**src/rtl/rv32i_pkg.sv**
```systemverilog
// Shared RV32I register-file constants and write-back types.
package rv32i_pkg;

    localparam int XLEN       = 32;
    localparam int REG_ADDR_W = 5;
    localparam int NUM_REGS   = 32;

    localparam logic [REG_ADDR_W-1:0] ZERO_REG = 5'd0;

    // Write-back source index; also the encoding of the round-robin pointer.
    typedef enum logic {
        REQ_ALU  = 1'b0,
        REQ_LOAD = 1'b1
    } wb_src_e;

    // x0 is hardwired to zero: writes to it are dropped and it is never pending.
    function automatic logic is_zero_reg(input logic [REG_ADDR_W-1:0] r);
        return (r == ZERO_REG);
    endfunction

endpackage

```
**src/rtl/reg_scoreboard.sv**
```systemverilog
// Pending-write scoreboard: one saturating counter per architectural register,
// bumped when decode issues a writer and dropped when the write-back lands.
module reg_scoreboard #(
    parameter int CNT_W = 2
) (
    input  logic                             CLK,
    input  logic                             RST_N,
    input  logic                             set_valid,
    input  logic [rv32i_pkg::REG_ADDR_W-1:0] set_rd,
    output logic                             set_ready,
    input  logic                             wr_en,
    input  logic [rv32i_pkg::REG_ADDR_W-1:0] wr_rd,
    input  logic [rv32i_pkg::REG_ADDR_W-1:0] rs1,
    input  logic [rv32i_pkg::REG_ADDR_W-1:0] rs2,
    output logic                             busy1,
    output logic                             busy2
);
    import rv32i_pkg::*;

    localparam logic [CNT_W-1:0] CNT_MAX  = '1;
    localparam logic [CNT_W-1:0] CNT_ZERO = '0;

    logic [CNT_W-1:0]    count [NUM_REGS];
    logic [NUM_REGS-1:0] inc_vec;
    logic [NUM_REGS-1:0] dec_vec;
    logic                inc;
    logic                dec;

    // A full counter refuses new writers; x0 always accepts since it is never tracked.
    // A same-cycle decrement is deliberately ignored here to keep this path short.
    assign set_ready = is_zero_reg(set_rd) || (count[set_rd] != CNT_MAX);
    assign inc       = set_valid && set_ready && !is_zero_reg(set_rd);
    assign dec       = wr_en && !is_zero_reg(wr_rd);

    // Busy reads registered state only, matching when the register file write becomes visible.
    assign busy1 = (count[rs1] != CNT_ZERO);
    assign busy2 = (count[rs2] != CNT_ZERO);

    // Expand the single increment and decrement into one-hot per-register strobes.
    always_comb begin
        inc_vec = '0;
        dec_vec = '0;
        if (inc) begin
            inc_vec[set_rd] = 1'b1;
        end
        if (dec) begin
            dec_vec[wr_rd] = 1'b1;
        end
    end

    // Update each counter; inc and dec on the same register cancel, a dec at zero is absorbed.
    always_ff @(posedge CLK or negedge RST_N) begin
        if (!RST_N) begin
            for (int i = 0; i < NUM_REGS; i++) begin
                count[i] <= CNT_ZERO;
            end
        end else begin
            for (int i = 0; i < NUM_REGS; i++) begin
                if (inc_vec[i] && !dec_vec[i]) begin
                    if (count[i] != CNT_MAX) begin
                        count[i] <= count[i] + 1'b1;
                    end
                end else if (dec_vec[i] && !inc_vec[i]) begin
                    if (count[i] != CNT_ZERO) begin
                        count[i] <= count[i] - 1'b1;
                    end
                end
            end
        end
    end

endmodule

```
**src/rtl/regfile_wb_ctrl.sv**
```systemverilog
// Write-back controller for the single-write-port RV32I register file:
// round-robin arbitration between the ALU and load unit, a registered
// write port, and the pending-write scoreboard used by decode.
module regfile_wb_ctrl #(
    parameter int XLEN       = rv32i_pkg::XLEN,
    parameter int CNT_W      = 2,
    parameter int RESET_PRIO = 1
) (
    input  logic                             CLK,
    input  logic                             RST_N,
    input  logic                             req0_valid,
    output logic                             req0_ready,
    input  logic [rv32i_pkg::REG_ADDR_W-1:0] req0_rd,
    input  logic [XLEN-1:0]                  req0_data,
    input  logic                             req1_valid,
    output logic                             req1_ready,
    input  logic [rv32i_pkg::REG_ADDR_W-1:0] req1_rd,
    input  logic [XLEN-1:0]                  req1_data,
    output logic [rv32i_pkg::REG_ADDR_W-1:0] rd,
    output logic [XLEN-1:0]                  reg_data3,
    output logic                             reg_write,
    input  logic                             sb_set,
    input  logic [rv32i_pkg::REG_ADDR_W-1:0] sb_set_rd,
    output logic                             sb_set_ready,
    input  logic [rv32i_pkg::REG_ADDR_W-1:0] sb_rs1,
    input  logic [rv32i_pkg::REG_ADDR_W-1:0] sb_rs2,
    output logic                             sb_busy1,
    output logic                             sb_busy2
);
    import rv32i_pkg::*;

    localparam wb_src_e PTR_RESET = (RESET_PRIO != 0) ? REQ_LOAD : REQ_ALU;

    wb_src_e               ptr;
    logic                  gnt0;
    logic                  gnt1;
    logic                  grant_any;
    logic [REG_ADDR_W-1:0] gnt_rd;
    logic [XLEN-1:0]       gnt_data;

    // Round-robin grant: a lone requester always wins, a tie goes to the pointer.
    // Only the valids and the pointer are looked at, never the payload.
    always_comb begin
        gnt0 = 1'b0;
        gnt1 = 1'b0;
        if (req0_valid && req1_valid) begin
            gnt0 = (ptr == REQ_ALU);
            gnt1 = (ptr == REQ_LOAD);
        end else begin
            gnt0 = req0_valid;
            gnt1 = req1_valid;
        end
    end

    assign req0_ready = gnt0;
    assign req1_ready = gnt1;
    assign grant_any  = gnt0 || gnt1;
    assign gnt_rd     = gnt1 ? req1_rd   : req0_rd;
    assign gnt_data   = gnt1 ? req1_data : req0_data;

    // After any grant the other requester becomes favoured; idle cycles leave it alone.
    always_ff @(posedge CLK or negedge RST_N) begin
        if (!RST_N) begin
            ptr <= PTR_RESET;
        end else if (gnt0) begin
            ptr <= REQ_LOAD;
        end else if (gnt1) begin
            ptr <= REQ_ALU;
        end
    end

    // Registered write port: a grant shows up one cycle later; writes to x0 are
    // consumed silently and address/data hold whenever nothing is written.
    always_ff @(posedge CLK or negedge RST_N) begin
        if (!RST_N) begin
            rd        <= ZERO_REG;
            reg_data3 <= '0;
            reg_write <= 1'b0;
        end else begin
            reg_write <= 1'b0;
            if (grant_any && !is_zero_reg(gnt_rd)) begin
                rd        <= gnt_rd;
                reg_data3 <= gnt_data;
                reg_write <= 1'b1;
            end
        end
    end

    reg_scoreboard #(
        .CNT_W (CNT_W)
    ) u_scoreboard (
        .CLK       (CLK),
        .RST_N     (RST_N),
        .set_valid (sb_set),
        .set_rd    (sb_set_rd),
        .set_ready (sb_set_ready),
        .wr_en     (reg_write),
        .wr_rd     (rd),
        .rs1       (sb_rs1),
        .rs2       (sb_rs2),
        .busy1     (sb_busy1),
        .busy2     (sb_busy2)
    );

endmodule

```
**config.mk**
```make
export PLATFORM = sky130hd
export DESIGN_NAME = regfile_wb_ctrl
export DESIGN_NICKNAME = d
export VERILOG_FILES = /design/src/rtl/rv32i_pkg.sv /design/src/rtl/reg_scoreboard.sv /design/src/rtl/regfile_wb_ctrl.sv
export SDC_FILE = /design/constraint.sdc
export NUM_CORES = 1
export LEC_CHECK = 0
export CORE_MARGIN = 1.5
export CORE_UTILIZATION = 55
export DETAILED_ROUTE_END_ITERATION = 7
export HOLD_SLACK_MARGIN = 0.06
export PLACE_DENSITY = 0.83
export SLEW_MARGIN = 25
export SYNTH_ARGS = -nofsm -noshare
export SYNTH_HDL_FRONTEND = slang
export SYNTH_SLANG_ARGS = --single-unit
```
**constraint.sdc**
```tcl
create_clock -name CLK -period 6 [get_ports CLK]
set_input_delay 0.6 -clock CLK [delete_from_list [all_inputs] [get_ports CLK]]
set_output_delay 0.6 -clock CLK [all_outputs]
set_load 0.02 [all_outputs]
```
==> results of run 1 <==
-- state kept, by name, indices dropped and copies added, names as in the netlist --
register,flops
rd,5
reg_data3,32
ptr,1
u_scoreboard.count,64
reg_write,1
-- cells in the mapped netlist (all sizes together), types with 3 or more instances --
master	count	share of area [%]
or3	3	0.25
a211oi	5	0.50
nand4b	3	0.35
nor2	157	7.9
a311oi	8	1.6
a21oi	54	3.6
o21ai	71	5.3
nand2	68	3.5
buf	19	2.3
nand3	37	2.5
o211ai	20	2.1
o21a	14	1.4
nor3	14	0.94
o22ai	4	0.34
dfrtp	102	34
mux2i	72	9.7
and2	8	0.67
nand4	12	1.0
nand2b	3	0.25
clkbuf	29	1.5
inv	22	1.1
nand3b	8	0.81
a221oi	9	1.3
o311a	3	0.40
mux4	23	7.0
o21bai	3	0.30
and3	6	0.50
nor3b	13	1.3
o211a	8	1.1
mux2	13	2.0
or2	4	0.37
-- logic make-up after synthesis --
logic type	after synthesis	share of synthesized area, %
compound gates	221	20.6
buf+inv	70	4.89
flops	103	34.6
mux	108	18.7
simple gates	344	21.2
-- report_power, final --
group / switching, mW / internal (mW) / total (mW) / leakage, nW
clock network: 0.306 / 0.295 / 0.602 / 0.147
registers: 0.337 / 0.892 / 1.23 / 1.21
logic: 0.585 / 0.560 / 1.15 / 2.30
total: 1.23 / 1.75 / 2.98 / 3.66
-- how the worst max path moves through the flow --
stage	slack, ns	end	start	cells past startpoint
finish	1.93	sb_set_ready	sb_set_rd[2]	8
global route	1.77	sb_set_ready	sb_set_rd[2]	8
CTS	2.00	sb_set_ready	sb_set_rd[2]	8
detailed placement	2.00	sb_set_ready	sb_set_rd[2]	8
global placement	2.01	sb_set_ready	sb_set_rd[2]	8
floorplan	2.99	sb_busy2	sb_rs2[2]	4
-- per-stage QoR --
stage,cell area [µm²],worst slack [ns],power (mW),hold WS [ns]
floorplan,7450,2.99,1.92,0.304
CTS,9090,2.00,2.96,0.153
global placement,8800,2.01,2.32,0.392
global route,9100,1.77,3.13,0.173
finish,9100,1.93,2.98,0.150
detailed placement,8800,2.00,2.36,0.390
-- metal layers --
| metal | up-vias | share of wire, % |
|---|---|---|
| met1 | 3376 | 39 |
| met2 | 361 | 48 |
| met3 | 67 | 9.2 |
| met5 | - | 0 |
| met4 | 0 | 4.3 |
| li1 | 3308 | - |
-- layout make-up --
type	instances	area, µm²	share of cell area [%]
inverters	22	82.6	0.907
well taps	176	220	2.42
flip-flops and latches	103	2580	28.3
clock buffers	9	225	2.47
repair buffers	140	1390	15.2
clock inverters	7	73.8	0.811
multi-input cells	673	4530	49.8
==> flow_summary_export.csv, run 1 <==
group,metric,value,unit
placed_design,place_congestion,0.996,
worst_setup_path,slowest_stage,"clkdlybuf4s50_1",
timing,slew_headroom,42.2,%
timing,worst_pin_slew,0.866,ns
synthesis,synth_nets,940,
placed_design,dp_hpwl,16500,µm
final_layout,area_delta_synth_final,22.2,%
final_layout,layout_commonest_cell,"nor2_1",
global_route,grt_pass1_wl,35500,µm
power_and_ir_drop,power_leakage,3.66,nW
global_route,track_usage,32.2,%
power_and_ir_drop,ir_drop,181,µV
placed_design,portBuffers,136,
final_layout,n_antenna_cell,0,
synthesis,synthesis.instances,846,
worst_setup_path,r2r-start,"u_scoreboard.count[45]$_DFFE_PN0P_",
timing,fin_worst_skew,0.0102,ns
timing,setup_viol_count_final,0,
worst_hold_path,hold_class,"primary input to asynchronous set/reset pin",
floorplanning,die_w,119,µm
worst_setup_path,worstPathArrival,3.47,ns
timing,finalHoldViolations,0,
worst_setup_path,crit_chain,"clkdlybuf4s50_1 > or3_1 > o22a_1 > o22ai_1 > nor4_4 > nor2_1 > nand2_1 > clkdlybuf4s50_1",
synthesis,synth_edf_count,0,
global_route,antenna_found_initial,0,
synthesis,ys_seq_elements,103,
route,post-route-drc-count,0,
cts,path_clk_slew,0.08,ns
timing,rsz0062_at_grt,"no",
worst_setup_path,path_buf_inv,2,
floorplanning,pin_count,137,
worst_setup_path,reg2reg_depth,7,
worst_setup_path,startpoint_type,"primary input",
power_and_ir_drop,power_density,327,mW/mm²
placed_design,dp_cells,1114,
final_layout,fin_nets,1043,
global_route,grt_util_met1,39.5,%
worst_setup_path,cp.required,5.40,ns
cts,cts_hold_buf,0,
global_route,grt_pass1_vias,6790,
synthesis,async_reset_ff_share,100,%
cts,cts_setup_buffers,0,
timing,setup_tns,0,ns
timing,fin_crit,4.07,ns
synthesis,yosysWarningCount,0,
worst_setup_path,cp_common_cell,"clkdlybuf4s50_1",
synthesis,avgSynthCellArea,8.81,µm²
synthesis,synth_area,0.00745,mm²
worst_setup_path,crit_family,"buffers and inverters",
synthesis,synth_flop_cell,"dfrtp_1",
final_layout,drive_above_1_share,9.54,%
worst_setup_path,ff2ff_setup_slack,2.91,ns
global_route,grt_max_degree,77,
worst_setup_path,r2r-end,"u_scoreboard.count[32]$_DFFE_PN0P_",
cts,post_cts_resized,0,
floorplanning,initial_core_util,56.3,%
final_layout,fillers,1071,
route,antenna_left,0,
floorplanning,core-area,0.0132,mm²
run,max_cap_violations,0,
timing,fin_crit_sh,67.9,%
route,dr.pass1.iters,6,
floorplanning,row_count,42,
final_layout,final_cells,1130,
final_layout,fin_util,68.7,%
route,num_vias,7112,
route,first_iter_violations,788,
global_route,met2_usage,54.0,%
cts,numCtsBuffers,9,
timing,slew_viol_final,0,
synthesis,ys_seq_area_share,34.6,%
outcome,status,"completed",
route,avgViaCountPerCell,6.29,
worst_setup_path,critPathMaxStageDelay,0.79,ns
cts,clockBufferDepth,2,
cts,cts_tree,"done",
global_route,grt_busiest_layer,"met2",
floorplanning,die_y,119,µm
route,drt-total-wl,22200,µm
floorplanning,die_area,0.0143,mm²
final_layout,mostFrequentLayoutCells,"nor2_1, clkdlybuf4s50_1, dfrtp_1",
cts,insertion_delay,0.37,ns
route,wl_per_cell,19.6,µm
global_route,grtUsageMet3,8.14,%
worst_setup_path,cp_max_fo,21,
worst_setup_path,crit_type,"primary input to primary output",
cts,clock-sinks,103,
timing,fmax,246,MHz
cts,cts_root_buffer,"clkbuf_16",
global_route,overflow,0,
worst_setup_path,cp-end-kind,"primary output",
cts,h-tree-depth,3,
synthesis,yosys.cell_types.count,67,
Note: power is estimated with default switching activity, not from simulation.
==> run 2: changes to the inputs <==
--- a/config.mk
+++ b/config.mk
@@ -6,10 +6,10 @@
 export NUM_CORES = 1
 export LEC_CHECK = 0
 export CORE_MARGIN = 1.5
-export CORE_UTILIZATION = 55
+export CORE_UTILIZATION = 49
 export DETAILED_ROUTE_END_ITERATION = 7
 export HOLD_SLACK_MARGIN = 0.06
-export PLACE_DENSITY = 0.83
+export PLACE_DENSITY = 0.78
 export SLEW_MARGIN = 25
 export SYNTH_ARGS = -nofsm -noshare
 export SYNTH_HDL_FRONTEND = slang
==> constraint.sdc (replaced) <==
create_clock -name CLK -period 3.5 [get_ports CLK]
set_input_delay 0.35 -clock CLK [delete_from_list [all_inputs] [get_ports CLK]]
set_output_delay 0.35 -clock CLK [all_outputs]
set_load 0.02 [all_outputs]
==> flow_summary_export.csv, run 2 (synthesized netlist as in run 1, its figures left out) <==
group,metric,value,unit
outcome,status,"completed",
placed_design,dp_cells,1148,
floorplanning,die_y,126,µm
worst_setup_path,startpoint_type,"primary input",
cts,cts_setup_buffers,0,
cts,numCtsBuffers,9,
placed_design,portBuffers,136,
placed_design,place_congestion,1.02,
cts,clockBufferDepth,2,
cts,clock-sinks,103,
worst_setup_path,cp.required,3.15,ns
final_layout,regMostFlops,"u_scoreboard.count",
final_layout,n_antenna_cell,0,
global_route,grt_pass1_vias,6771,
route,wl_per_cell,19.2,µm
worst_setup_path,crit_type,"primary input to primary output",
timing,fin_crit_sh,94.4,%
worst_setup_path,cp_max_fo,11,
power_and_ir_drop,power_frac_comb,39.0,%
placed_design,placed_area,0.00904,mm²
global_route,antenna_found_initial,0,
timing,slew_viol_final,0,
timing,setup_tns,0,ns
final_layout,top_regs,"u_scoreboard.count: 64 flops, reg_data3: 32 flops, rd: 5 flops",
timing,fmax,303,MHz
floorplanning,core-area,0.0147,mm²
worst_setup_path,cp-end-kind,"primary output",
floorplanning,initial_core_util,50.7,%
final_layout,fin_util,63.5,%
power_and_ir_drop,seqPwrFrac,41.5,%
worst_setup_path,path_buf_inv,2,
floorplanning,row_count,44,
timing,hold_ws,0.418,ns
placed_design,dp_hpwl,16900,µm
global_route,track_usage,29.2,%
cts,path_clk_slew,0.07,ns
global_route,grt_pass1_wl,35800,µm
route,dr.pass1.iters,6,
global_route,overflow,0,
floorplanning,die_area,0.0160,mm²
cts,insertion_delay,0.37,ns
power_and_ir_drop,internal_power,3.04,mW
timing,slew_headroom,48.5,%
final_layout,fin_area,0.00934,mm²
timing,finalWorstSetupSlack,0.197,ns
timing,worst_pin_slew,0.771,ns
final_layout,largest_reg_flops,64,
worst_setup_path,crit_chain,"clkdlybuf4s50_1 > mux4_2 > a32o_1 > nor4_4 > nor2_1 > nand2_1 > clkdlybuf4s50_1",
cts,cts_root_buffer,"clkbuf_16",
power_and_ir_drop,clkPwrFrac,19.5,%
power_and_ir_drop,power_leakage,3.79,nW
route,antenna_left,0,
floorplanning,pin_count,137,
final_layout,area_delta_synth_final,25.4,%
route,num_vias,7209,
cts,cts_tree,"done",
timing,rsz0062_at_grt,"no",
power_and_ir_drop,finalPower,5.14,mW
final_layout,final_cells,1165,
route,first_iter_violations,683,
route,drt-total-wl,22300,µm
worst_setup_path,worstPathArrival,2.95,ns
placed_design,pre_cts_slack,0.227,ns
timing,fin_worst_skew,0.0116,ns
power_and_ir_drop,p_switching,2.10,mW
floorplanning,die_w,126,µm
cts,h-tree-depth,3,
route,avgViaCountPerCell,6.19,
power_and_ir_drop,power_density,550,mW/mm²
timing,finalHoldViolations,0,
run,max_cap_violations,0,
timing,setup_viol_count_final,0,
final_layout,mostFrequentLayoutCells,"nor2_1, clkdlybuf4s50_1, dfrtp_1",
global_route,grt_max_degree,50,
final_layout,drive_above_1_share,11.9,%
worst_setup_path,crit_family,"buffers and inverters",
cts,post_cts_resized,0,
worst_setup_path,slowest_stage,"clkdlybuf4s50_1",
worst_hold_path,hold_class,"flip-flop to flip-flop",
final_layout,fin_nets,1070,
route,post-route-drc-count,0,
power_and_ir_drop,switching_share,40.8,%
power_and_ir_drop,ir_drop,290,µV
worst_setup_path,cp_common_cell,"clkdlybuf4s50_1",
final_layout,layout_commonest_cell,"nor2_1",
timing,fin_crit,3.30,ns
worst_setup_path,critPathMaxStageDelay,0.70,ns
run 2: final timing paths:
check                           cells past startpoint                                  to  slack [ns]                                from
worst max-delay path                                7                        sb_set_ready        0.20                        sb_set_rd[4]
worst min-delay path                                0  u_scoreboard.count[62]$_DFFE_PN0P_        0.42  u_scoreboard.count[62]$_DFFE_PN0P_
worst max register to register                      8  u_scoreboard.count[20]$_DFFE_PN0P_        0.73  u_scoreboard.count[45]$_DFFE_PN0P_
worst min register to register                      0  u_scoreboard.count[62]$_DFFE_PN0P_        0.42  u_scoreboard.count[62]$_DFFE_PN0P_
max in group asynchronous                           3                     ptr$_DFFE_PN1P_        2.05                               RST_N
min in group asynchronous                           2  u_scoreboard.count[22]$_DFFE_PN0P_        0.55                               RST_N
run 2: area by class of cell:
type	count	area (µm²)
Clock buffer	9	225
Clock inverter	7	66.3
Fill cell	1223	5360
Inverter	22	82.6
Multi-Input combinational cell	673	4530
Sequential cell	103	2580
Tap cell	184	230
Timing Repair Buffer	167	1630
run 2: routing by layer:
layer	wire, µm	GRT usage (%)	vias to the layer above
li1	-	-	3373
met2	10700	48.3	374
met1	8910	36.6	3403
met4	853	13.4	0
met3	1900	6.54	59
met5	0	0	-
run 2: power groups by stage:
stage	sequential, mW	clock (mW)	combinational [mW]
floorplan	2.00	0	1.30
global placement	2.11	0	1.94
detailed placement	2.12	0	1.98
CTS	2.11	1.02	1.99
global route	2.19	1.07	2.17
finish	2.13	1.00	2.00
run 2: repair_timing:
action,CTS,global route
endpoints found under the hold margin,47,0
endpoints found under the setup margin,0,0
hold buffers,1,0
==> run 3: changes to the inputs <==
--- a/config.mk
+++ b/config.mk
@@ -6,10 +6,12 @@
 export NUM_CORES = 1
 export LEC_CHECK = 0
 export CORE_MARGIN = 1.5
-export CORE_UTILIZATION = 49
+export CORE_UTILIZATION = 55
+export CTS_CLUSTER_DIAMETER = 50
 export DETAILED_ROUTE_END_ITERATION = 7
+export DONT_BUFFER_PORTS = 1
 export HOLD_SLACK_MARGIN = 0.06
-export PLACE_DENSITY = 0.78
+export PLACE_DENSITY = 0.73
 export SLEW_MARGIN = 25
 export SYNTH_ARGS = -nofsm -noshare
 export SYNTH_HDL_FRONTEND = slang
==> flow_summary_export.csv, run 3 (synthesized netlist as in run 1, its figures left out) <==
group,metric,value,unit
outcome,status,"completed",
placed_design,place_congestion,0.928,
timing,finalWorstSetupSlack,0.347,ns
floorplanning,row_count,42,
final_layout,fin_nets,910,
timing,setup_tns,0,ns
cts,clockBufferDepth,2,
route,first_iter_violations,727,
worst_setup_path,cp.required,3.15,ns
final_layout,layout_commonest_cell,"nor2_1",
power_and_ir_drop,seqPwrFrac,45.7,%
route,drt-total-wl,21100,µm
floorplanning,initial_core_util,56.3,%
cts,cts_root_buffer,"clkbuf_16",
floorplanning,core-area,0.0132,mm²
final_layout,final_cells,997,
route,antenna_left,0,
cts,numCtsBuffers,9,
power_and_ir_drop,p_switching,2.00,mW
final_layout,regMostFlops,"u_scoreboard.count",
power_and_ir_drop,power_leakage,3.14,nW
floorplanning,pin_count,137,
timing,setup_viol_count_final,0,
global_route,track_usage,29.9,%
timing,fmax,317,MHz
timing,rsz0062_at_grt,"no",
power_and_ir_drop,power_density,611,mW/mm²
route,wl_per_cell,21.2,µm
floorplanning,die_area,0.0143,mm²
global_route,met2_usage,48.9,%
final_layout,fin_util,58.9,%
placed_design,pre_cts_slack,0.588,ns
power_and_ir_drop,switching_share,42.0,%
route,dr.pass1.iters,6,
global_route,antenna_found_initial,0,
cts,post_cts_resized,0,
global_route,overflow,0,
global_route,grt_busiest_layer,"met2",
timing,hold_ws,0.109,ns
final_layout,fillers,1177,
floorplanning,die_y,119,µm
final_layout,fin_area,0.00779,mm²
global_route,grt_max_degree,104,
timing,slew_viol_final,0,
worst_setup_path,cp_max_fo,13,
timing,finalHoldViolations,0,
timing,fin_worst_skew,0.00886,ns
power_and_ir_drop,internal_power,2.76,mW
global_route,grt_pass1_wl,33200,µm
cts,cts_tree,"done",
final_layout,top_regs,"u_scoreboard.count: 64 flops, reg_data3: 32 flops, rd: 5 flops",
final_layout,largest_reg_flops,64,
placed_design,placed_area,0.00744,mm²
worst_setup_path,crit_type,"flip-flop to primary output",
worst_setup_path,cp-end-kind,"primary output",
worst_hold_path,hold_class,"primary input to flip-flop",
placed_design,dp_cells,978,
timing,fin_crit,3.15,ns
final_layout,mostFrequentLayoutCells,"nor2_1, dfrtp_1, mux2i_1",
worst_setup_path,worstPathArrival,2.80,ns
placed_design,dp_hpwl,15400,µm
route,avgViaCountPerCell,6.78,
power_and_ir_drop,finalPower,4.77,mW
final_layout,n_antenna_cell,0,
global_route,grt_util_met1,36.6,%
cts,insertion_delay,0.36,ns
timing,fin_crit_sh,90.1,%
timing,slew_headroom,50.6,%
cts,clock-sinks,103,
route,num_vias,6764,
placed_design,portBuffers,0,
cts,path_clk_slew,0.08,ns
worst_setup_path,startpoint_type,"flip-flop",
timing,worst_pin_slew,0.733,ns
route,post-route-drc-count,0,
run,max_cap_violations,0,
global_route,grt_pass1_vias,6524,
cts,h-tree-depth,3,
power_and_ir_drop,ir_drop,359,µV
power_and_ir_drop,power_frac_comb,32.9,%
final_layout,drive_above_1_share,11.0,%
floorplanning,die_w,119,µm
power_and_ir_drop,clkPwrFrac,21.4,%
global_route,grtUsageMet3,7.33,%
final_layout,area_delta_synth_final,4.64,%
==> run 3: changes by cell type in the layout (fill, tap and decap cells not counted), sizes merged <==
cell           change
dlygate4sd3        +1
clkinv             -1
clkdlybuf4s50    -134
inv                +1
buf               -27
==> run 3: repair_timing <==
action | CTS | global route
endpoints found under the setup margin | 0 | 0
hold buffers | 3 | 0
setup buffers | 0 | 0
endpoints found under the hold margin | 104 | 0
==> run 3: path summary, 6_finish.rpt <==
path / start / end / slack (ns) / cells past startpoint
worst min-delay path: req0_valid / ptr$_DFFE_PN1P_ / 0.11 / 2
max in group asynchronous: RST_N / ptr$_DFFE_PN1P_ / 2.49 / 2
worst max-delay path: u_scoreboard.count[16]$_DFFE_PN0P_ / sb_set_ready / 0.35 / 7
min in group asynchronous: RST_N / u_scoreboard.count[24]$_DFFE_PN0P_ / 0.56 / 2
worst max register to register: u_scoreboard.count[16]$_DFFE_PN0P_ / u_scoreboard.count[28]$_DFFE_PN0P_ / 0.55 / 7
worst min register to register: u_scoreboard.count[62]$_DFFE_PN0P_ / u_scoreboard.count[62]$_DFFE_PN0P_ / 0.41 / 0
==> run 3: critical path, stage by stage (launching register included) <==
cell and delay, ns:
dfrtp_1 0.47, mux4_1 0.51, nand3b_1 0.10, o21ai_0 0.13, o41ai_4 0.52, buf_4 0.35, nor2_1 0.14, nand2_1 0.22
==> run 3: area by class of cell <==
| type | count | area, µm² | share of cell area, % |
|---|---|---|---|
| Sequential cell | 103 | 2580 | 33.1 |
| Clock buffer | 9 | 225 | 2.89 |
| Tap cell | 176 | 220 | 2.83 |
| Timing Repair Buffer | 7 | 77.6 | 0.995 |
| Clock inverter | 7 | 75.1 | 0.963 |
| Inverter | 22 | 82.6 | 1.06 |
| Multi-Input combinational cell | 673 | 4540 | 58.2 |
==> run 3: power by group through the flow <==
stage | sequential [mW] | clock, mW | combinational [mW]
after floorplan | 2.00 | 0 | 1.30
final | 2.18 | 1.02 | 1.57
after global placement | 2.14 | 0 | 1.43
after global routing | 2.24 | 1.08 | 1.69
after detailed placement | 2.18 | 0 | 1.51
after CTS | 2.16 | 1.04 | 1.54
==> run 3: layer usage <==
metal,vias to the layer above,share of wire (%)
met5,-,0
met2,432,48
met1,3198,38
li1,3054,-
met4,0,5.1
met3,80,9.5
